File: config.mk
export PLATFORM = sky130hd
export DESIGN_NAME = rca_seq_ctrl
export DESIGN_NICKNAME = d
export VERILOG_FILES = /design/src/rtl/rca_seq_ctrl.sv
export SDC_FILE = /design/constraint.sdc
export NUM_CORES = 1
export LEC_CHECK = 0
export BUFFER_PORTS_ARGS = -buffer_cell sky130_fd_sc_hd__buf_2
export CAP_MARGIN = 20
export CORE_MARGIN = 5
export CORE_UTILIZATION = 50
export DETAILED_ROUTE_END_ITERATION = 16
export PLACE_DENSITY = 0.74
export SLEW_MARGIN = 10
export SYNTH_ARGS = -nofsm -noshare
export SYNTH_HDL_FRONTEND = slang
export SYNTH_SLANG_ARGS = --single-unit
File: constraint.sdc
create_clock -name clk -period 8.5 [get_ports clk]
set_clock_uncertainty 0.05 [all_clocks]
set_input_delay 0 -clock clk [delete_from_list [all_inputs] [get_ports clk]]
set_output_delay 0 -clock clk [all_outputs]
set_load 0.01 [all_outputs]
File: src/rtl/rca_seq_ctrl.sv
`timescale 1ns/1ps
// W-bit add/sub through one 4-bit ripple stage, one nibble per clock; result NIBBLES cycles after accept.
// Result is held in DONE until out_ready; no request is accepted until the controller returns to IDLE.
module rca_seq_ctrl #(
  parameter int NIBBLES = 4
) (
  input  logic                   clk,
  input  logic                   rst_n,
  input  logic                   in_valid,
  output logic                   in_ready,
  input  logic [4*NIBBLES-1:0]   a,
  input  logic [4*NIBBLES-1:0]   b,
  input  logic                   sub,
  input  logic                   cin,
  output logic                   out_valid,
  input  logic                   out_ready,
  output logic [4*NIBBLES-1:0]   s,
  output logic                   cout,
  output logic                   ovf
);

  localparam int W  = 4 * NIBBLES;
  localparam int IW = $clog2(NIBBLES);

  typedef enum logic [1:0] {IDLE, RUN, DONE} state_t;

  state_t          state, state_nxt;
  logic [W-1:0]    a_q, b_q;
  logic            carry;
  logic [IW-1:0]   idx;
  logic [3:0]      nib_a, nib_b;
  logic [5:0]      res;
  logic            last;

  // Returns {carry into bit 3, carry out, sum[3:0]}; carries ripple bit by bit.
  function automatic logic [5:0] rca4(input logic [3:0] x, input logic [3:0] y, input logic ci);
    logic [4:0] c;
    logic [3:0] sum;
    c = '0;
    sum = '0;
    c[0] = ci;
    for (int i = 0; i < 4; i++) begin
      sum[i] = x[i] ^ y[i] ^ c[i];
      c[i+1] = (x[i] & y[i]) | (y[i] & c[i]) | (c[i] & x[i]);
    end
    return {c[3], c[4], sum};
  endfunction

  assign last  = (idx == IW'(NIBBLES - 1));
  assign nib_a = a_q[{idx, 2'b00} +: 4];
  assign nib_b = b_q[{idx, 2'b00} +: 4];
  assign res   = rca4(nib_a, nib_b, carry);

  always_ff @(posedge clk or negedge rst_n) begin
    if (!rst_n) state <= IDLE;
    else        state <= state_nxt;
  end

  always_comb begin
    state_nxt = state;
    in_ready  = 1'b0;
    out_valid = 1'b0;
    case (state)
      IDLE: begin
        in_ready = 1'b1;
        if (in_valid) state_nxt = RUN;
      end
      RUN: begin
        if (last) state_nxt = DONE;
      end
      DONE: begin
        out_valid = 1'b1;
        if (out_ready) state_nxt = IDLE;
      end
      default: state_nxt = IDLE;
    endcase
  end

  always_ff @(posedge clk or negedge rst_n) begin
    if (!rst_n) begin
      a_q   <= '0;
      b_q   <= '0;
      carry <= 1'b0;
      idx   <= '0;
      s     <= '0;
      cout  <= 1'b0;
      ovf   <= 1'b0;
    end else begin
      case (state)
        IDLE: begin
          if (in_valid) begin
            a_q   <= a;
            // Subtraction is a + ~b + 1: invert B and force the initial carry.
            b_q   <= sub ? ~b : b;
            carry <= sub | cin;
            idx   <= '0;
          end
        end
        RUN: begin
          s[{idx, 2'b00} +: 4] <= res[3:0];
          carry                <= res[4];
          if (last) begin
            cout <= res[4];
            ovf  <= res[5] ^ res[4];
          end else begin
            idx <= idx + 1'b1;
          end
        end
        default: ;
      endcase
    end
  end

endmodule
==> flow_summary.json <==
{
  "outcome": "complete, no violations",
  "hold_viol_final": 0,
  "ys_seq_area_share_pct": 51.5,
  "ios": 58,
  "wl_um": 5700,
  "required_ns": 8.65,
  "post-route-period-util_pct": 39.3,
  "vias_per_cell": 5.12,
  "fin_cells": 373,
  "cellPowerDensity_nw_per_um2": 374,
  "use_met2_pct": 30.5,
  "ys_types": 32,
  "drt_drc_violations_left": 0,
  "die_y_um": 83.1,
  "drv_slew": 0,
  "crit_arrival_ns": 3.49,
  "antenna_cells": 0,
  "core-area_um2": 5140,
  "syn_inst": 212,
  "top_usage_layer": "met2",
  "rows": 26,
  "drv_cap": 0,
  "syn_area_per_cell_um2": 12.6,
  "peakVddDrop_v": 0.000191,
  "cts_tree": "done",
  "cp-end-kind": "flop",
  "relSlewSlack_pct": 46.2,
  "grt_pass1_vias": 2120,
  "setup_tns_ns": 0,
  "power.total_mw": 1.29,
  "drt_first_iter_violations": 93,
  "antenna_found_initial": 0,
  "area_growth_pct": 29.2,
  "reg2reg_slack_ns": 5.16,
  "clk_path_buf_depth": 2,
  "hp-class": "primary input to flop",
  "grt_max_degree": 56,
  "dieWidth_um": 83.1,
  "power.leakage_nw": 1.60,
  "dp_hpwl_um": 3610,
  "numPortBuffers": 57,
  "overflow": 0,
  "worst_pin_slew_ns": 0.807,
  "cts_resized": 0,
  "fmax_ghz": 0.300,
  "drive_gt1_share_pct": 33.0,
  "crit_path_start_kind": "flop",
  "grt_use_met1_pct": 22.5,
  "die_area_um2": 6900,
  "yosys_warnings": 0,
  "cts_sinks": 55,
  "vias": 1909,
  "firstDrtPassIters": 4,
  "dp.cells": 330,
  "worstSetupPathType": "flop to flop",
  "grt_use_met3_pct": 4.85,
  "finalNetCount": 350,
  "clock_latency_ns": 0.31,
  "cp_max_fo": 17,
  "numCtsBuffers": 5,
  "h-tree-depth": 2,
  "cts-root-buf": "clkbuf_8",
  "grt_pass1_wl_um": 10100,
  "mostFrequentLayoutCell": "buf_2",
  "clkTransAtPathRegs_ns": 0.10,
  "setup_viol": 0,
  "ys_ff_latch": 55,
  "synth_nets": 260,
  "wl_per_cell_um": 15.3,
  "ant_nets": 0,
  "start_util_pct": 52.0,
  "period_needed_ns": 3.34,
  "cts_setup_buffers": 0,
  "layout_common_cells": "buf_2 (57), dfrtp_1 (55), dlygate4sd3_1 (35), nor2_1 (19), mux2_2 (17)",
  "grt_util_all_layers_pct": 18.0,
  "gp_congestion": 0.805,
  "synthesis.area_um2": 2670,
  "rsz0062_at_grt": "false"
}
[critical path: stages (launching register included)]
cell	delay, ns
dfrtp_1	0.88
mux4_2	0.62
fa_1	0.40
inv_1	0.08
fa_1	0.17
fa_1	0.20
inv_1	0.06
fa_1	0.51
a22o_2	0.25
[stage by stage]
stage | util [%] | hold slack, ns | area, um2 | worst slack (ns)
final | 67.2 | 0.200 | 3450 | 5.16
after detailed placement | 58.2 | 0.115 | 2990 | 5.15
after global routing | 67.2 | 0.211 | 3450 | 4.99
after CTS | 67.0 | 0.00145 | 3440 | 5.12
after floorplan | - | -0.346 | 2670 | 5.53
after global placement | 58.2 | 0.118 | 2990 | 5.21
[registers in the layout (all words and copies together), names as in the netlist]
register,flops
a_q,16
b_q,16
carry,1
cout,1
idx,2
ovf,1
s,16
state,2
[synth_stat cells, drive strengths merged]
cell / number / area share (%)
dfrtp: 55 / 52
nor2: 19 / 2.7
mux2: 17 / 7.2
a21oi: 16 / 3.0
xnor2: 16 / 5.2
inv: 13 / 1.8
a22o: 12 / 4.0
buf: 10 / 2.5
mux4: 8 / 6.7
nand2: 8 / 1.1
ha: 6 / 2.8
o21ai: 6 / 1.4
nand3b: 5 / 1.9
fa: 4 / 3.0
nor3b: 3 / 1.3
nor4: 3 / 0.70
o31ai: 2 / 0.56
a211oi: 1 / 0.28
and2b: 1 / 0.33
clkbuf: 1 / 0.14
nand3: 1 / 0.19
nor3: 1 / 0.19
nor4b: 1 / 0.33
or2b: 1 / 0.28
or4b: 1 / 0.52
xor2: 1 / 0.33
[power breakdown]
group          internal [mW]  switching [mW]  total (mW)  leakage, nW
Combinational          0.309           0.323       0.631        0.874
Clock                 0.0879          0.0873       0.175       0.0581
Sequential             0.382           0.101       0.483        0.668
Total                  0.779           0.511        1.29         1.60
[worst paths after layout]
kind | start | endpoint | cells past startpoint
min reg2reg | s[9] | s[9] | 2
max reg2reg | idx[0] | s[3] | 8
max | idx[0] | s[3] | 8
min | sub | b_q[10] | 3
max in group asynchronous | rst_n | s[7] | 3
min in group asynchronous | rst_n | s[14] | 3
[kinds of logic after synthesis]
kind of cell | count (synthesis) | synth area share, %
xor gates and xnor gates | 17 | 5.57
and+or+nand+nor | 44 | 9.46
AOI/OAI and AO/OA | 37 | 9.27
buffers and inverters | 24 | 4.45
adders and majority gates | 10 | 5.81
muxes | 25 | 13.9
DFF | 55 | 51.5
[layout make-up]
cell class              count  area [um2]
clock buffers               5        68.8
clock inverters             3        43.8
fillers                   391        1690
inverters                  13        48.8
multi-input cells         133        1180
flip-flops and latches     55        1380
well taps                  70        87.6
repair buffers             94         651
[metal layers]
layer  vias to the layer above  routed length, um
li1                        920                  -
met5                         -                  0
met3                         4                251
met4                         0                 57
met2                        46               2960
met1                       939               2430
[timing repair]
action | 4_1_cts | 5_1_grt
hold buffers | 34 | 1
endpoints found under the setup margin | 0 | 0
hold endpoints to repair | 88 | 1
No activity file was read; power rests on OpenSTA's default activity.
